==> src/rtl/rs_decode_scheduler_pkg.sv <==
// rs_decode_scheduler_pkg: shared constants, FSM state type and ID-width helper
package rs_decode_scheduler_pkg;
   localparam int SYM_N = 7;
   localparam int SYM_W = 3;
   localparam int CW = SYM_N * SYM_W;
   typedef enum logic [1:0] {IDLE, LOAD, RUN, RESP} state_t;
   function automatic int id_w(input int n);
      return n > 1 ? $clog2(n) : 1;
   endfunction
endpackage

==> src/rtl/rs_decode_scheduler_if.sv <==
// rs_decode_scheduler_if: requester and response handshake bundle
interface rs_decode_scheduler_if
   import rs_decode_scheduler_pkg::*;
#(
   parameter int NUM_REQ = 2,
   parameter int W = CW,
   parameter int IW = id_w(NUM_REQ)
);
   logic [NUM_REQ-1:0] req_valid;
   logic [NUM_REQ*W-1:0] req_codeword;
   logic [NUM_REQ-1:0] req_ready;
   logic resp_valid;
   logic resp_ready;
   logic [W-1:0] resp_codeword;
   logic [IW-1:0] resp_id;
   logic resp_timeout;
   modport master (
      output req_valid, req_codeword, resp_ready,
      input req_ready, resp_valid, resp_codeword, resp_id, resp_timeout
   );
   modport slave (
      input req_valid, req_codeword, resp_ready,
      output req_ready, resp_valid, resp_codeword, resp_id, resp_timeout
   );
endinterface

==> src/rtl/rs_decode_scheduler_rr_arbiter.sv <==
// rs_decode_scheduler_rr_arbiter: combinational round-robin grant starting after ptr
module rs_decode_scheduler_rr_arbiter
   import rs_decode_scheduler_pkg::*;
#(
   parameter int NUM_REQ = 2,
   localparam int IW = id_w(NUM_REQ)
) (
   input  logic [NUM_REQ-1:0] req,
   input  logic [IW-1:0] ptr,
   output logic [NUM_REQ-1:0] grant,
   output logic [IW-1:0] id,
   output logic any
);
   logic [2*NUM_REQ-1:0] dbl;
   logic [NUM_REQ-1:0] rot;
   assign dbl = {req, req} >> (int'(ptr) + 1);
   assign rot = dbl[NUM_REQ-1:0];
   // bit j of rot is requester ptr+1+j; scanning downward leaves the nearest one
   always_comb begin
      id = '0;
      for (int j = NUM_REQ - 1; j >= 0; j--)
         if (rot[j]) id = IW'((int'(ptr) + 1 + j) % NUM_REQ);
      any = |req;
      grant = any ? NUM_REQ'(1) << id : '0;
   end
endmodule

==> src/rtl/rs_decode_scheduler.sv <==
// rs_decode_scheduler: shares one RS decoder between requesters with round-robin, restart and watchdog
module rs_decode_scheduler
   import rs_decode_scheduler_pkg::*;
#(
   parameter int N = SYM_N,
   parameter int SYMBOL_WIDTH = SYM_W,
   parameter int NUM_REQ = 2,
   parameter int BLANK = 3,
   parameter int TIMEOUT = 31
) (
   input  logic clk,
   input  logic reset,
   rs_decode_scheduler_if.slave bus,
   output logic dec_reset,
   output logic dec_enable,
   output logic [N*SYMBOL_WIDTH-1:0] dec_codeword,
   input  logic [N*SYMBOL_WIDTH-1:0] dec_corrected,
   input  logic dec_rdy,
   output logic busy
);
   localparam int W = N * SYMBOL_WIDTH;
   localparam int IW = id_w(NUM_REQ);
   localparam int CNT_W = $clog2(TIMEOUT + 1);
   state_t state, state_n;
   logic [IW-1:0] rr_ptr, gid;
   logic [NUM_REQ-1:0] grant;
   logic [CNT_W-1:0] cnt;
   logic any, grab, rdy_hit, to_hit;
   rs_decode_scheduler_rr_arbiter #(.NUM_REQ(NUM_REQ)) arb (
      .req(bus.req_valid),
      .ptr(rr_ptr),
      .grant(grant),
      .id(gid),
      .any(any)
   );
   assign grab = state == IDLE && any;
   // the decoder's ready is stale from the previous job until its pipeline has drained
   assign rdy_hit = cnt >= CNT_W'(BLANK) && dec_rdy;
   assign to_hit = cnt == CNT_W'(TIMEOUT);
   // state register
   always_ff @(posedge clk) state <= reset ? IDLE : state_n;
   // next-state: one job at a time, a fresh grant only once back in IDLE
   always_comb begin
      state_n = state;
      case (state)
         IDLE: state_n = any ? LOAD : IDLE;
         LOAD: state_n = RUN;
         RUN:  state_n = (rdy_hit || to_hit) ? RESP : RUN;
         RESP: state_n = bus.resp_ready ? IDLE : RESP;
         default: state_n = IDLE;
      endcase
   end
   // decoder control and status decoded straight from the state register
   always_comb begin
      dec_reset = reset || state == LOAD;
      dec_enable = state == LOAD || state == RUN;
      bus.resp_valid = state == RESP;
      busy = state != IDLE;
   end
   // grant capture, RUN cycle counter and response capture
   always_ff @(posedge clk) begin
      if (reset) begin
         rr_ptr <= IW'(NUM_REQ - 1);
         bus.req_ready <= '0;
         dec_codeword <= '0;
         bus.resp_id <= '0;
         bus.resp_codeword <= '0;
         bus.resp_timeout <= 1'b0;
         cnt <= '0;
      end else begin
         bus.req_ready <= grab ? grant : '0;
         if (grab) begin
            dec_codeword <= bus.req_codeword[gid*W +: W];
            bus.resp_id <= gid;
            rr_ptr <= gid;
         end
         cnt <= state == LOAD ? '0 : (state == RUN && cnt != '1) ? cnt + 1'b1 : cnt;
         if (state == RUN && (rdy_hit || to_hit)) begin
            bus.resp_codeword <= rdy_hit ? dec_corrected : dec_codeword;
            bus.resp_timeout <= !rdy_hit;
         end
      end
   end
endmodule

==> src/flat_wrapper.sv <==
// flat-port wrapper written by rule: the top's interface ports become plain ports
module rs_decode_scheduler_flat import rs_decode_scheduler_pkg::*;
#(
   parameter int N = SYM_N,
   parameter int SYMBOL_WIDTH = SYM_W,
   parameter int NUM_REQ = 2,
   parameter int BLANK = 3,
   parameter int TIMEOUT = 31
)
  (clk, reset, dec_reset, dec_enable, dec_codeword, dec_corrected, dec_rdy, busy, bus_req_valid, bus_req_codeword, bus_resp_ready, bus_req_ready, bus_resp_valid, bus_resp_codeword, bus_resp_id, bus_resp_timeout);
  rs_decode_scheduler_if #(.NUM_REQ(NUM_REQ), .W((21))) bus_i ();
  input  logic clk;
  input  logic reset;
  output logic dec_reset;
  output logic dec_enable;
  output logic [N*SYMBOL_WIDTH-1:0] dec_codeword;
  input  logic [N*SYMBOL_WIDTH-1:0] dec_corrected;
  input  logic dec_rdy;
  output logic busy;
  input wire logic [$bits(bus_i.req_valid)-1:0] bus_req_valid;
  input wire logic [$bits(bus_i.req_codeword)-1:0] bus_req_codeword;
  input wire logic [$bits(bus_i.resp_ready)-1:0] bus_resp_ready;
  output wire logic [$bits(bus_i.req_ready)-1:0] bus_req_ready;
  output wire logic [$bits(bus_i.resp_valid)-1:0] bus_resp_valid;
  output wire logic [$bits(bus_i.resp_codeword)-1:0] bus_resp_codeword;
  output wire logic [$bits(bus_i.resp_id)-1:0] bus_resp_id;
  output wire logic [$bits(bus_i.resp_timeout)-1:0] bus_resp_timeout;
  assign bus_i.req_valid = bus_req_valid;
  assign bus_i.req_codeword = bus_req_codeword;
  assign bus_i.resp_ready = bus_resp_ready;
  assign bus_req_ready = bus_i.req_ready;
  assign bus_resp_valid = bus_i.resp_valid;
  assign bus_resp_codeword = bus_i.resp_codeword;
  assign bus_resp_id = bus_i.resp_id;
  assign bus_resp_timeout = bus_i.resp_timeout;
  rs_decode_scheduler #(.N(N), .SYMBOL_WIDTH(SYMBOL_WIDTH), .NUM_REQ(NUM_REQ), .BLANK(BLANK), .TIMEOUT(TIMEOUT)) u_core (.clk(clk), .reset(reset), .bus(bus_i), .dec_reset(dec_reset), .dec_enable(dec_enable), .dec_codeword(dec_codeword), .dec_corrected(dec_corrected), .dec_rdy(dec_rdy), .busy(busy));
endmodule
==> config.mk <==
export PLATFORM = sky130hd
export DESIGN_NAME = rs_decode_scheduler_flat
export DESIGN_NICKNAME = d
export VERILOG_FILES = /design/src/rtl/rs_decode_scheduler_pkg.sv /design/src/rtl/rs_decode_scheduler_if.sv /design/src/rtl/rs_decode_scheduler_rr_arbiter.sv /design/src/rtl/rs_decode_scheduler.sv /design/src/flat_wrapper.sv
export SDC_FILE = /design/constraint.sdc
export NUM_CORES = 1
export LEC_CHECK = 0
export BUFFER_PORTS_ARGS = -buffer_cell sky130_fd_sc_hd__buf_4
export CAP_MARGIN = 20
export CORE_ASPECT_RATIO = 2
export CORE_MARGIN = 8
export CORE_UTILIZATION = 49
export DETAILED_ROUTE_END_ITERATION = 8
export PLACE_DENSITY = 0.86
export SYNTH_ARGS = -nofsm -noshare
export SYNTH_HDL_FRONTEND = slang
export SYNTH_HIERARCHICAL = 1
export SYNTH_SLANG_ARGS = --single-unit
==> constraint.sdc <==
create_clock -name clk -period 5.6 [get_ports clk]
set_input_delay 1.12 -clock clk [delete_from_list [all_inputs] [get_ports clk]]
set_output_delay 1.12 -clock clk [all_outputs]
set_load 0.02 [all_outputs]
==> flow_summary.json <==
{
  "groute.usage.overall_pct": 17.9,
  "synth.area.top_cells": "dfxtp_1, mux2i_1, a221o_1",
  "start_kind": "input pin",
  "finalHoldViolations": 0,
  "seqPwrFrac_pct": 46.8,
  "leakage_uw": 0.00158,
  "drt_iter0_markers": 152,
  "max_slew.worst_pin.slew_ns": 1.03,
  "hold_path_class": "reg -> reg",
  "num-nets-final": 419,
  "synth_cell_types": 33,
  "yosysSeqAreaShare_pct": 45.5,
  "port_buffers": 118,
  "htree_levels": 2,
  "path_class": "in -> out",
  "dieArea_sq_um": 7470,
  "cts_tree": "done",
  "vias_per_cell": 5.39,
  "antenna-diode-count": 0,
  "post-synth-top-count-cell": "dfxtp_1",
  "yosys_warnings": 6,
  "nFillCells": 359,
  "area_growth_pct": 42.2,
  "dp_slack_ns": 2.60,
  "grt_pass1_wl_um": 10900,
  "fin_crit_ns": 3.00,
  "postCtsSetupBuffers": 0,
  "fin_total_pwr_uw": 955,
  "ant_nets": 0,
  "cts_sinks": 54,
  "cp_max_fo": 34,
  "maxSlewHeadroom_pct": 31.1,
  "synth_cells": 235,
  "finClkSkew_ns": 0.00856,
  "switchingPower_uw": 290,
  "switching_share_pct": 30.3,
  "drc_errors": 0,
  "combPwrFrac_pct": 26.3,
  "drtPass1Iterations": 4,
  "overflow": 0,
  "async_reset_ff_share_pct": 0,
  "synth_top_area_cell": "dfxtp_1",
  "p_clk_share_pct": 26.9,
  "wl_um": 6890,
  "setup_tns_ns": 0,
  "cts.path.max_buffers": 2,
  "cts_inserted_buffers": 5,
  "core_sq_um": 4770,
  "reg2reg_slack_ns": 3.25,
  "setup_violations": 0,
  "fin_cells": 401,
  "vias": 2160,
  "synth-main-ff-cell": "dfxtp_1",
  "drv_cap": 0,
  "status": "completed",
  "clk_latency_ns": 0.30,
  "r2r_cells": 7,
  "cp.arrival_ns": 1.88,
  "start_util_pct": 49.8,
  "avgSynthCellArea_sq_um": 10.1,
  "required_ns": 4.48,
  "whs_path_depth": 2,
  "hpwl_um": 5270,
  "r2r-start": "u_core/cnt[0]",
  "rsz0062_at_grt": "no",
  "endpoint_kind": "primary output",
  "p_per_area_nw_per_um2": 283,
  "post-synth-top-area-fraction_pct": 45.5,
  "fmax_mhz": 333,
  "intPower_uw": 666,
  "grt_pass1_vias": 2234,
  "min-delay-start": "u_core/bus.resp_id",
  "r2r_end": "u_core/bus.resp_codeword[10]",
  "dpl.cell_count": 393,
  "hold_slack_ns": 0.467,
  "synth-seq-cells": 54,
  "antenna_found_initial": 0,
  "die_h_um": 115,
  "post-route-period-util_pct": 53.6,
  "min_to": "u_core/bus.resp_id",
  "layout_setup_ws_ns": 2.60,
  "clockRootBuffer": "clkbuf_8",
  "grt_start_max_net_pins": 44,
  "ir_worst_vdd_mv": 0.253,
  "fp.dieW_um": 65.3,
  "synth.cell_area_sq_um": 2380,
  "ioPinCount": 119,
  "synth_edf_count": 0,
  "globalplace.congestion": 0.804,
  "wl_per_cell_um": 17.2,
  "synth_commonest_cells": "dfxtp_1, nor2_1, a211oi_1, mux2i_1, and2_1",
  "final_layout_size_suffix_gt1_share_pct": 39.0,
  "ctsHoldBuffers": 0,
  "slew_violations": 0,
  "post_cts_resized": 0,
  "syn_nets": 311,
  "clkTransAtPathRegs_ns": 0.09,
  "row_count": 36
}
-- per-stage QoR --
| stage | util [%] | instance area [sq um] |
|---|---|---|
| after global placement | 68.2 | 3260 |
| after global routing | 70.8 | 3380 |
| final | 70.8 | 3380 |
| after floorplan | - | 2380 |
| after detailed placement | 68.5 | 3270 |
| after CTS | 70.8 | 3380 |
-- layout by cell type, fill, tap and decap left out, drive strengths merged, types with 2 or more instances in the layout --
master	synthesis	final
buf	7	119
xor2	2	2
a21oi	3	3
dfxtp	54	54
inv	5	5
a21boi	3	3
nor2	30	30
mux2i	23	23
nor2b	2	2
or2	2	2
o21ai	2	2
ha	7	7
a211oi	23	23
nand2	5	5
a221o	21	21
clkbuf	11	6
and2	22	22
nor3b	3	3
-- worst max path at each step --
| stage | start | to | slack, ns | cells after the start |
|---|---|---|---|---|
| after detailed placement | reset | dec_reset | 2.60 | 3 |
| final | reset | dec_reset | 2.60 | 3 |
| after floorplan | reset | dec_reset | 2.90 | 2 |
| after global placement | reset | dec_reset | 2.60 | 3 |
| after global routing | reset | dec_reset | 2.56 | 3 |
| after CTS | reset | dec_reset | 2.59 | 3 |
-- per-layer routing --
| metal | global-route usage, % | vias to the layer above | wire [um] |
|---|---|---|---|
| met5 | 0 | - | 0 |
| met4 | 4.40 | 0 | 34 |
| met3 | 6.27 | 4 | 649 |
| met2 | 28.2 | 92 | 3230 |
| met1 | 22.6 | 997 | 2980 |
| li1 | - | 1067 | - |
-- power by group through the flow --
stage	Combinational, uW	Clock, uW	Sequential (uW)
floorplan	109	0	481
global placement	248	0	453
detailed placement	253	0	455
CTS	253	263	446
global route	272	277	450
finish	252	257	447
-- registers in the layout, indices dropped and copies added (netlist names) --
register and count:
u_core/rr_ptr 1, u_core/dec_codeword 21, u_core/cnt 5, u_core/state 2
u_core/bus.resp_timeout 1, u_core/bus.resp_codeword 21, u_core/bus.req_ready 2, u_core/bus.resp_id 1
-- worst max-delay path, stage by stage --
cell,delay (ns)
buf_4,0.22
or2_2,0.37
buf_4,0.18
-- area by class of cell --
class                           instances  area, sq um  area share, %
Clock buffer                            6         72.6           2.15
Sequential cell                        54         1080           32.0
Multi-Input combinational cell        158         1200           35.5
Inverter                                5         18.8          0.555
Tap cell                               57         71.3           2.11
Timing Repair Buffer                  119          897           26.5
Clock inverter                          2         37.5           1.11
-- cells by family after synthesis --
logic type | synth area share (%)
compound gates | 19.9
xor+xnor | 1.11
fa+ha+maj | 3.68
buf+inv | 5.00
flops | 45.5
mux | 9.68
simple gates | 15.1
No activity file was read; power rests on OpenSTA's default activity.
